File: src/rtl/hub75_bcm_scanner.sv
// HUB75 row scanner: streams packed dual-half pixels from frame RAM into the column drivers
// while the previous row stays lit, weighting rows by thermometer PWM or binary-coded modulation.
module hub75_bcm_scanner #(
  parameter int unsigned COLS      = 160,
  parameter int unsigned ROW_PAIRS = 20,
  parameter int unsigned ROW_W     = 5,
  parameter int unsigned DEPTH     = 3,
  parameter int unsigned ADDR_W    = 12,
  parameter int unsigned RAM_LAT   = 1,
  parameter int unsigned UNIT      = 64
) (
  input  logic               i_clk,
  input  logic               i_rst,
  input  logic               i_mode,
  input  logic [7:0]         i_brightness,
  output logic               o_rd_en,
  output logic [ADDR_W-1:0]  o_rd_addr,
  input  logic [6*DEPTH-1:0] i_rd_data,
  output logic               o_data_clock,
  output logic               o_data_latch,
  output logic               o_data_blank,
  output logic [1:0]         o_data_r,
  output logic [1:0]         o_data_g,
  output logic [1:0]         o_data_b,
  output logic [ROW_W-1:0]   o_row_select,
  output logic               o_frame_done
);

  localparam int unsigned COL_W = (COLS > 1) ? $clog2(COLS) : 1;
  localparam int unsigned PH_W  = $clog2(RAM_LAT + 2);
  localparam int unsigned SUB_W = DEPTH;
  localparam int unsigned WMAX  = UNIT << (DEPTH - 1);
  localparam int unsigned WIN_W = $clog2(WMAX + 1);
  localparam int unsigned CMP_W = WIN_W + 9;

  typedef enum logic [2:0] {
    StReset, StShift, StWait, StBlank, StLatch, StAdvance, StUnblank
  } state_e;

  state_e             r_state, w_state_next;
  logic [COL_W-1:0]   r_col;
  logic [PH_W-1:0]    r_ph;
  logic [ROW_W-1:0]   r_row;
  logic [ROW_W-1:0]   r_disp_row;
  logic [SUB_W-1:0]   r_sub;
  logic               r_mode;
  logic [WIN_W-1:0]   r_win;
  logic [WIN_W-1:0]   r_wlen;
  logic [1:0]         r_r, r_g, r_b;

  logic [5:0]         w_bits;
  logic               w_data_ph, w_clk_ph, w_last_col, w_last_row, w_last_sub, w_lit;
  logic [SUB_W-1:0]   w_first_sub;
  logic [WIN_W-1:0]   w_win_len, w_elapsed;

  function automatic logic sel_bit(input logic [DEPTH-1:0] val, input logic bcm,
                                   input logic [SUB_W-1:0] sub);
    logic [DEPTH-1:0] shifted;
    shifted = val >> sub;
    return bcm ? shifted[0] : (val >= sub);
  endfunction

  // w_bits[5:0] = {R0, G0, B0, R1, G1, B1}
  for (genvar gi = 0; gi < 6; gi++) begin : g_sel
    assign w_bits[gi] = sel_bit(i_rd_data[gi*DEPTH +: DEPTH], r_mode, r_sub);
  end

  assign w_data_ph   = (r_state == StShift) && (r_ph == PH_W'(RAM_LAT));
  assign w_clk_ph    = (r_state == StShift) && (r_ph == PH_W'(RAM_LAT + 1));
  assign w_last_col  = (r_col == COL_W'(COLS - 1));
  assign w_last_row  = (r_row == ROW_W'(ROW_PAIRS - 1));
  assign w_last_sub  = r_mode ? (r_sub == SUB_W'(DEPTH - 1)) : (r_sub == SUB_W'((1 << DEPTH) - 1));
  assign w_first_sub = i_mode ? '0 : SUB_W'(1);
  assign w_win_len   = r_mode ? WIN_W'(UNIT << r_sub) : WIN_W'(UNIT);
  assign w_elapsed   = r_wlen - r_win;
  // Lit while elapsed/W < (brightness+1)/256, evaluated without division.
  assign w_lit = CMP_W'({w_elapsed, 8'h00}) <
                 (CMP_W'(r_wlen) * (CMP_W'(i_brightness) + CMP_W'(1)));

  assign o_rd_en      = (r_state == StShift) && (r_ph == '0);
  assign o_rd_addr    = ADDR_W'(32'(r_row) * COLS + 32'(r_col));
  assign o_data_clock = w_clk_ph;
  assign o_data_latch = (r_state == StLatch);
  assign o_data_blank = o_data_latch || (r_win == '0) || !w_lit;
  assign o_data_r     = w_data_ph ? {w_bits[2], w_bits[5]} : r_r;
  assign o_data_g     = w_data_ph ? {w_bits[1], w_bits[4]} : r_g;
  assign o_data_b     = w_data_ph ? {w_bits[0], w_bits[3]} : r_b;
  assign o_row_select = r_disp_row;
  assign o_frame_done = o_data_latch && w_last_row && w_last_sub;

  always_comb begin
    w_state_next = r_state;
    case (r_state)
      StReset:   w_state_next = StShift;
      StShift:   if (w_clk_ph && w_last_col) w_state_next = StWait;
      StWait:    if (r_win == '0) w_state_next = StBlank;
      StBlank:   w_state_next = StLatch;
      StLatch:   w_state_next = StAdvance;
      StAdvance: w_state_next = StUnblank;
      StUnblank: w_state_next = StShift;
      default:   w_state_next = StReset;
    endcase
  end

  always_ff @(posedge i_clk) begin
    if (i_rst) begin
      r_state    <= StReset;
      r_col      <= '0;
      r_ph       <= '0;
      r_row      <= '0;
      r_disp_row <= '0;
      r_sub      <= '0;
      r_mode     <= 1'b0;
      r_win      <= '0;
      r_wlen     <= '0;
      r_r        <= '0;
      r_g        <= '0;
      r_b        <= '0;
    end else begin
      r_state <= w_state_next;
      // The displayed row's window runs down while the next row shifts in.
      if (r_win != '0) r_win <= r_win - WIN_W'(1);
      case (r_state)
        StReset: begin
          r_mode <= i_mode;
          r_sub  <= w_first_sub;
        end
        StShift: begin
          if (w_data_ph) begin
            r_r <= {w_bits[2], w_bits[5]};
            r_g <= {w_bits[1], w_bits[4]};
            r_b <= {w_bits[0], w_bits[3]};
          end
          if (w_clk_ph) begin
            r_ph  <= '0;
            r_col <= w_last_col ? '0 : r_col + COL_W'(1);
          end else begin
            r_ph <= r_ph + PH_W'(1);
          end
        end
        StAdvance: r_disp_row <= r_row;
        StUnblank: begin
          r_win  <= w_win_len;
          r_wlen <= w_win_len;
          if (w_last_row) begin
            r_row <= '0;
            if (w_last_sub) begin
              r_mode <= i_mode;
              r_sub  <= w_first_sub;
            end else begin
              r_sub <= r_sub + SUB_W'(1);
            end
          end else begin
            r_row <= r_row + ROW_W'(1);
          end
        end
        default: ;
      endcase
    end
  end

endmodule

File: config.mk
export PLATFORM = sky130hd
export DESIGN_NAME = hub75_bcm_scanner
export DESIGN_NICKNAME = d
export VERILOG_FILES = /design/src/rtl/hub75_bcm_scanner.sv
export SDC_FILE = /design/constraint.sdc
export NUM_CORES = 1
export LEC_CHECK = 0
export BUFFER_PORTS_ARGS = -buffer_cell sky130_fd_sc_hd__buf_2
export CAP_MARGIN = 5
export CORE_UTILIZATION = 43
export DETAILED_ROUTE_END_ITERATION = 6
export PLACE_DENSITY = 0.7
export SLEW_MARGIN = 10
export SYNTH_ARGS = -nofsm -noshare
export SYNTH_HDL_FRONTEND = slang
export SYNTH_SLANG_ARGS = --single-unit
File: constraint.sdc
create_clock -name i_clk -period 3.68 [get_ports i_clk]
set_input_delay 0 -clock i_clk [delete_from_list [all_inputs] [get_ports i_clk]]
set_output_delay 0 -clock i_clk [all_outputs]
set_load 0.1 [all_outputs]
### Word-level counts from Yosys, hierarchy flattened

Cells that the tools add are included.

* memory bits (writable): 0
* output and inout port bits: 28
* bits in read-only memories: 0
* memories: 0
* word-level logic and storage cells: 98
* bits in latches: 0
* register bits after elaboration: 51

* equality and inequality tests: 16
* shift-type cells: 7
* div/mod/pow operators: 0
* bitwise gates (word level): 0
* $add $sub $neg: 8
* muxes and demuxes: 26
* multipliers: 2
* reduce and logical (&&, ||, !) cells: 20
* $lt $le $gt $ge: 7

Operators with widths (number)
* $mux W9: 3
* $ge A3 B3 Y1: 6
* $lt A17 B18 Y1: 1
* $mul A9 B9 Y18: 1
* $pmux W3 S6: 1
* $shr A3 B3 Y1: 6
* $add A12 B8 Y12: 1
* $eq A3 B3 Y1 const B: 4
* $mux W3: 4
* $mux W1: 10
* $add A8 B1 Y9 const B: 1
* $eq A3 B2 Y1 const B: 3
* $logic_not A9 Y1: 1
* $reduce_bool A9 Y1: 1
* $shl A7 B3 Y9 const A: 1
* $sub A9 B1 Y9 const B: 1
* $sub A9 B9 Y9: 1
* $add A8 B1 Y8 const B: 1
* $eq A8 B8 Y1 const B: 1
* $mux W2: 4
* $mux W8: 1
* $mul A5 B3 Y7 const B: 1
* $logic_and A1 B1 Y1: 6
* $ne A2 B2 Y1 const B: 3
* other kinds (19): 23

### Longest topological paths before layout

Gate-level depths: netlist of run 1.

* word-level depth: 5
* gate-level depth with buffers: 19
* mapped depth without buffers: 19

### Least setup slack after synthesis of run 1

Ideal clock, no wire load.

* path type: register -> output
* start point: reg r_wlen[6]
* end point: out o_data_blank
* arrival time: 5.187 ns
* stages on the path, launching flop included: 18
* slack: -1.507 ns
* path through: dfxtp_1 > clkbuf_1 > nand2_1 > fa_1 > inv_1 > ha_1 > ha_1 > fa_1 > ha_1 > fa_1 > a21o_1 > a21oi_1 > o21bai_1 > a21oi_1 > xor2_1 > ha_1 > a31oi_1 > o221ai_1

* longest elaborated chain between the ends: 4

RTL lines
* from (decl): line 48 `logic [WIN_W-1:0] r_wlen;`
* from (signal assigned): line 144 `r_wlen <= w_win_len;`
* $mul A9 B9 Y18 or $sub A9 B9 Y9 (tied branches): line 78, 75
* $lt A17 B18 Y1 (*): line 77 `assign w_lit = CMP_W'({w_elapsed, 8'h00}) <`
* $logic_not A1 Y1 (*): line 84 `assign o_data_blank = o_data_latch || (r_win == '0) || !w_lit;`
* $logic_or A1 B1 Y1 (*): line 84
* to (decl): line 21 `output logic o_data_blank,`

Every way passes the cells marked *; elsewhere a longest branch is shown, timed or not.

### Final worst setup path of run 1

* start point: reg r_wlen[8]
* end point: out o_data_blank

Same word-level chain as after synthesis.

==> flow_summary.yaml, run 1 <==
placed_design:
  dpl.hpwl_um: 6910
  gp_routability_congestion: 0.814
  portBuffers: 56
  preCtsSetupSlack_ps: -672
floorplan:
  pin_count: 57
  die_height_um: 102
  num_rows: 35
  initial_core_util: 0.452
  fp.dieArea_um2: 10300
  core_um2: 9420
  dieWidth_um: 102
clocking:
  cts_root_buf: "clkbuf_8"
  cts_sinks: 45
  htree_levels: 2
  clk_latency_ps: 290
  clk_pin_slew_ps: 70
  cts_tree: "done"
  cts_buffers: 5
  clockBufferDepth: 2
worst_setup_path:
  crit_path_start_kind: "flop"
  worstSetupPathType: "reg -> out"
  critical_path.max_fanout: 5
  crit_arrival_ps: 4170
  slowest_stage: "fa_1"
  crit_chain: "nor2b_2 -> fa_1 -> ha_1 -> inv_1 -> fa_1 -> inv_2 -> fa_2 -> a21o_1 -> a21oi_2 -> xnor2_1 -> ha_1 -> a211oi_2 -> o211ai_1 -> a31oi_4 -> o221ai_4 -> buf_12"
  slowest_delay_ps: 480
  crit_required_ps: 3680
  cp-end-kind: "output port"
logic_synthesis:
  synth_compound_area_frac: 0.132
  synth_top_family_by_area: "adder cells"
  yosysTopAreaCell: "ha_1"
  ys_warn_count: 0
  synth_area_um2: 4260
  synth_flop_cell: "dfxtp_1"
  syn_inst: 495
  synth.mux.area_fraction: 0.0214
  synth_edf_count: 0
  syn_nets: 612
  yosys.area_share.adder: 0.276
  syn_area_per_cell_um2: 8.61
  synthSimpleGateAreaFrac: 0.218
  synthTopCellsByArea: "ha_1 23%, dfxtp_1 21%, xnor2_1 4.7%, fa_1 4.7%, nor2_1 3.8%"
  async_flop_share: 0
  yosysSeqAreaShare: 0.211
  synth_xor_area_frac: 0.0802
  synth_seq_cells: 45
  synth_top_area_frac: 0.229
  yosys.cell_types.count: 56
global_routing:
  antenna_found_initial: 0
  grt_overflow_total: 0
  grt_pass1_wl_um: 15500
  grt_max_degree: 41
  grt_pass1_vias: 3555
  grt.total_usage: 0.183
sta:
  finalClockSkew_ps: 6.00
  whs_ps: 174
  timing.fmax_mhz: 240
  hold_violations: 0
  slew_headroom: 0.429
  period_minus_slack_ps: 4170
  setup_ws_ps: -486
  setup_viol: 1
  tightestPinTransition_ps: 855
  maxSlewViolCount: 0
  fin_crit_sh: 1.13
  rsz0062_at_grt: "yes"
routing:
  drt-pass1-iter-count: 4
  viasPerCell: 5.18
  ant_nets: 0
  avgRoutedWirePerCell_um: 12.6
  routed_wl_um: 8680
  via_count: 3578
  post-route-drc-count: 0
  initialDrtViolationCount: 66
finish:
  layout.nets: 678
  nFillCells: 888
  seq_area_um2: 905
  multi_input_area_um2: 3290
  area_growth_pct: 18.8
  antenna_cells: 0
  drive_above_1_share: 0.224
outcome:
  failed_checks: "setup timing"
  outcome: "finished, violations left"
worst_hold_path:
  hold_path.class: "in -> reg"
pwr:
  power.leakage_uw: 0.00241
  power_uw: 1850
  power.density_nw_per_um2: 366
  ir_worst_vdd_v: 0.000268
flow_run:
  drv_cap: 0
==> metal layers <==
metal	part of all wire	vias to the layer above	track usage
met5	0	-	0
met1	0.48	1653	0.228
met2	0.47	63	0.324
met4	0.023	0	0.0591
li1	-	1842	-
met3	0.026	20	0.0262
==> critical path, delay by kind of cell, from the launching register on <==
| kind | cells | cell delay, ps |
|---|---|---|
| flip-flops | 1 | 350 |
| AND/OR/NAND/NOR | 1 | 170 |
| XOR/XNOR | 1 | 100 |
| buffers and inverters | 3 | 300 |
| AO/OA/AOI/OAI | 6 | 1100 |
| adder cells (fa/ha/maj) | 5 | 1860 |
==> final timing paths <==
kind	from	depth (start not counted)	slack (ps)	endpoint
worst max-delay path	r_wlen[8]	16	-490	o_data_blank
worst min-delay path	i_rd_data[11]	4	170	r_b[0]
worst max register to register	r_sub[0]	6	1570	r_g[1]
worst min register to register	o_row_select[4]	2	500	o_row_select[4]
==> Yosys cell counts, types with 2 or more instances <==
master and number:
xor2_1 16, nor3_1 12, buf_4 8, a221oi_1 6
a211oi_1 4, ha_1 78, fa_1 10, nand2_1 28
o21a_1 2, nand2b_1 15, nor3b_2 2, xnor2_1 23
and3_1 3, and3b_1 2, o211ai_1 3, o21ai_0 20
nor2b_1 24, buf_1 2, nand4_1 4, or2_2 4
buf_2 5, and4_1 3, a21o_1 11, nand3b_1 3
and2_1 7, clkbuf_1 6, nor3b_1 6, nand3_1 5
a21oi_1 24, nor2_1 43, dfxtp_1 45, a31oi_1 4
mux2i_1 8, inv_1 37
==> through the flow <==
stage	utilization	setup TNS, ps	instance area, µm²	std cells
after floorplan	-	-275	4430	495
after global placement	0.519	-550	4890	679
after detailed placement	0.519	-672	4890	679
after CTS	0.536	-509	5050	691
after global routing	0.537	-742	5060	691
final	0.537	-486	5060	691
==> final cells by class <==
class / count / share of cell area
clock buffer: 8 / 0.0158
inverter: 37 / 0.0274
multi-input combinational: 391 / 0.650
sequential: 45 / 0.179
tap: 129 / 0.0319
timing repair buffer: 81 / 0.0959
==> logic make-up (layout without fill, tap and decap cells) <==
group,Yosys count,count (layout)
AND/OR/NAND/NOR,168,168
adder cells (fa/ha/maj),88,88
AO/OA/AOI/OAI,87,87
buffers and inverters,59,126
flip-flops,45,45
XOR/XNOR,39,39
multiplexers,9,9
==> power by group <==
group,internal (µW),switching [µW]
clock network,135,154
registers,537,67.2
logic,392,564
total,1060,786
==> sequential cells by signal, summed over array words and instances (netlist names) <==
| signal | cells |
|---|---|
| r_win | 9 |
| r_ph | 2 |
| r_state | 3 |
| r_row | 5 |
| r_g | 2 |
| r_sub | 3 |
| r_b | 2 |
| r_mode | 1 |
| o_row_select | 5 |
| r_wlen | 3 |
| r_col | 8 |
| r_r | 2 |
==> placed cells by master, fill, tap and decap left out, drive strengths merged, types with 11 or more instances in the layout <==
| master | count |
|---|---|
| buf | 80 |
| ha | 78 |
| dfxtp | 45 |
| nor2 | 43 |
| inv | 37 |
| nand2 | 28 |
| a21oi | 25 |
| nor2b | 24 |
| xnor2 | 23 |
| o21ai | 20 |
| xor2 | 16 |
| nand2b | 15 |
| nor3 | 13 |
| a21o | 11 |
==> repair_timing <==
| action | CTS | global route |
|---|---|---|
| resized for setup | 11 | 1 |
| endpoints found under the hold margin | 2 | 0 |
| setup buffers | 3 | 0 |
| endpoints found under the setup margin | 1 | 1 |
| hold buffers | 1 | 0 |
| pin swaps | 6 | 5 |
No activity file was read; power rests on OpenSTA's default activity.
==> run 2, diff against run 1 <==
ABC_AREA = 1   (was unset)
CORE_ASPECT_RATIO = 1.4   (was unset)
CORE_MARGIN = 5   (was unset)
==> run 2 against run 1 <==
  * Synthesized cell count rose by 25%
  * Fmax rose by 6.3%
  * Sequential share of layout area fell by 1.1 points
  * Largest power group unchanged
  * Global-route usage fell by 0.15 points
  * The flow finishes with violations (hold timing, setup timing)
  * Highest routed layer unchanged
  * Hold slack got worse by 180 ps
  * Flip-flop and latch count did not move
  * Clock-buffer cell count fell by 1
==> flow_summary.yaml, run 2 <==
outcome:
  outcome: "finished, violations left"
  failed_checks: "hold timing, setup timing"
sta:
  fin_crit_sh: 1.06
  whs_ps: -2.93
  period_minus_slack_ps: 3920
  hold_violations: 1
  setup_tns_ps: -238
  setup_ws_ps: -238
  slew_headroom: 0.582
  finalClockSkew_ps: 7.14
  timing.fmax_mhz: 255
  tightestPinTransition_ps: 626
  maxSlewViolCount: 0
  rsz0062_at_grt: "yes"
  setup_viol: 1
finish:
  drive_above_1_share: 0.233
  largest_reg_flops: 9
  antenna_cells: 0
  post-route-util: 0.549
  reg_top3: "r_win: 9 flops, r_col: 8 flops"
  final_cell_mix: "103 x inv_1, 101 x nand2_1, 67 x ha_1"
  largest_register: "r_win"
  area_growth_pct: 25.0
  layout.nets: 820
  layout_commonest_cell: "inv_1"
  fin_area_um2: 5440
  nFillCells: 961
flow_run:
  drv_cap: 0
global_routing:
  grt_pass1_vias: 4362
  grt_max_degree: 22
  grt.total_usage: 0.182
  grt_overflow_total: 0
  antenna_found_initial: 0
  grt_pass1_wl_um: 18400
logic_synthesis:
  synth_edf_count: 0
  yosysTopAreaCell: "ha_1"
  syn_area_per_cell_um2: 7.01
  synth_top_area_frac: 0.224
  syn_nets: 738
  synthTopCellsByArea: "ha_1 22%, dfxtp_1 21%, nand2_1 9.5%, inv_1 9.2%, nor2_1 6.6%"
  synth_flop_cell: "dfxtp_1"
  yosysMostFrequentCell: "nand2_1"
  syn_inst: 621
  async_flop_share: 0
  ys_warn_count: 0
  yosysSeqAreaShare: 0.207
  synth_top_cells_by_count: "110 x nand2_1, 107 x inv_1, 78 x ha_1"
  synth_seq_cells: 45
  yosys.cell_types.count: 35
  synth_area_um2: 4350
worst_setup_path:
  worstSetupPathType: "reg -> out"
  crit_arrival_ps: 3920
  crit_path_start_kind: "flop"
  r2r_setup_slack_ps: 1740
  r2r-start: "r_sub[1]"
  crit_required_ps: 3680
  cp-startpoint: "r_wlen[7]"
  critical_path.max_fanout: 7
  cp-end-kind: "output port"
placed_design:
  portBuffers: 56
  preCtsSetupSlack_ps: -369
  gp_routability_congestion: 0.841
  dpl.hpwl_um: 8060
  placed_area_um2: 5010
clocking:
  htree_levels: 2
  cts_buffers: 5
  clockBufferDepth: 2
  cts_tree: "done"
  cts_sinks: 45
  clk_pin_slew_ps: 60
  clk_latency_ps: 290
  cts_root_buf: "clkbuf_16"
floorplan:
  dieWidth_um: 95.0
  initial_core_util: 0.440
  pin_count: 57
  core_um2: 9900
  fp.dieArea_um2: 12300
  num_rows: 43
  die_height_um: 129
routing:
  initialDrtViolationCount: 168
  ant_nets: 0
  via_count: 4176
  viasPerCell: 4.98
  post-route-drc-count: 0
  avgRoutedWirePerCell_um: 12.3
  drt-pass1-iter-count: 4
  routed_wl_um: 10300
pwr:
  power.leakage_uw: 0.00280
  power.density_nw_per_um2: 445
  ir_worst_vdd_v: 0.000374
worst_hold_path:
  hold_path.class: "in -> reg"
  min_from: "i_mode"
[run 2: cell families (layout without fill, tap and decap cells)]
kind of cell | count (synthesis) | after routing | synth area share
xor+xnor | 29 | 29 | 0.0584
compound gates | 78 | 78 | 0.0955
fa+ha+maj | 88 | 88 | 0.270
buf+inv | 126 | 209 | 0.114
flops | 45 | 45 | 0.207
simple gates | 255 | 255 | 0.254
[run 2: critical path, stage by stage (launching register included)]
cell     delay (ps)
dfxtp_4         370
inv_8            80
nor2_2           40
ha_1            200
ha_1            280
ha_1            300
fa_1            440
ha_2            200
fa_2            410
nand3_2          80
nand2_2          50
nand2_1          60
nand2_1          60
a21oi_2         120
xor2_1          180
ha_1            260
nand3_2          80
nor2_2           40
nor2_2          140
nand2_4          60
buf_12          160
[run 2: where the power goes]
part | internal [µW] | switching [µW] | total, µW
sequential | 555 | 71.3 | 626
combinational | 400 | 868 | 1270
clock | 339 | 185 | 525
[run 2: final timing paths]
path | cells after the start | end
worst min register to register | 2 | o_row_select[2]
worst min-delay path | 3 | r_mode
worst max-delay path | 20 | o_data_blank
worst max register to register | 7 | r_mode
[run 2: final cells by class]
class / count / area [µm²] / area share
clock buffers: 7 / 143 / 0.0262
clock inverters: 1 / 30.0 / 0.00552
inverters: 113 / 437 / 0.0803
multi-input cells: 450 / 3210 / 0.591
flip-flops and latches: 45 / 912 / 0.168
well taps: 135 / 169 / 0.0311
repair buffers: 88 / 536 / 0.0985
[run 2: repair_timing]
item / in CTS / in global routing
setup buffers: 2 / 2
setup endpoints to repair: 1 / 1
hold buffers: 0 / 0
gates resized for setup: 46 / 10
pin swaps: 26 / 14
[run 2: stage by stage]
step                      power (µW)  std cells
final                           2420        839
after global placement          1830        827
after global routing            2640        839
after detailed placement        1870        827
after floorplan                 1590        621
after CTS                       2440        837
[run 2: per-layer routing]
layer | GRT usage | up-vias | wire, µm | part of all wire
met5 | 0 | - | 0 | 0
met4 | 0.0688 | 0 | 235 | 0.023
met3 | 0.0290 | 19 | 378 | 0.037
met2 | 0.355 | 81 | 5690 | 0.55
met1 | 0.189 | 1927 | 3980 | 0.39
li1 | - | 2149 | - | -
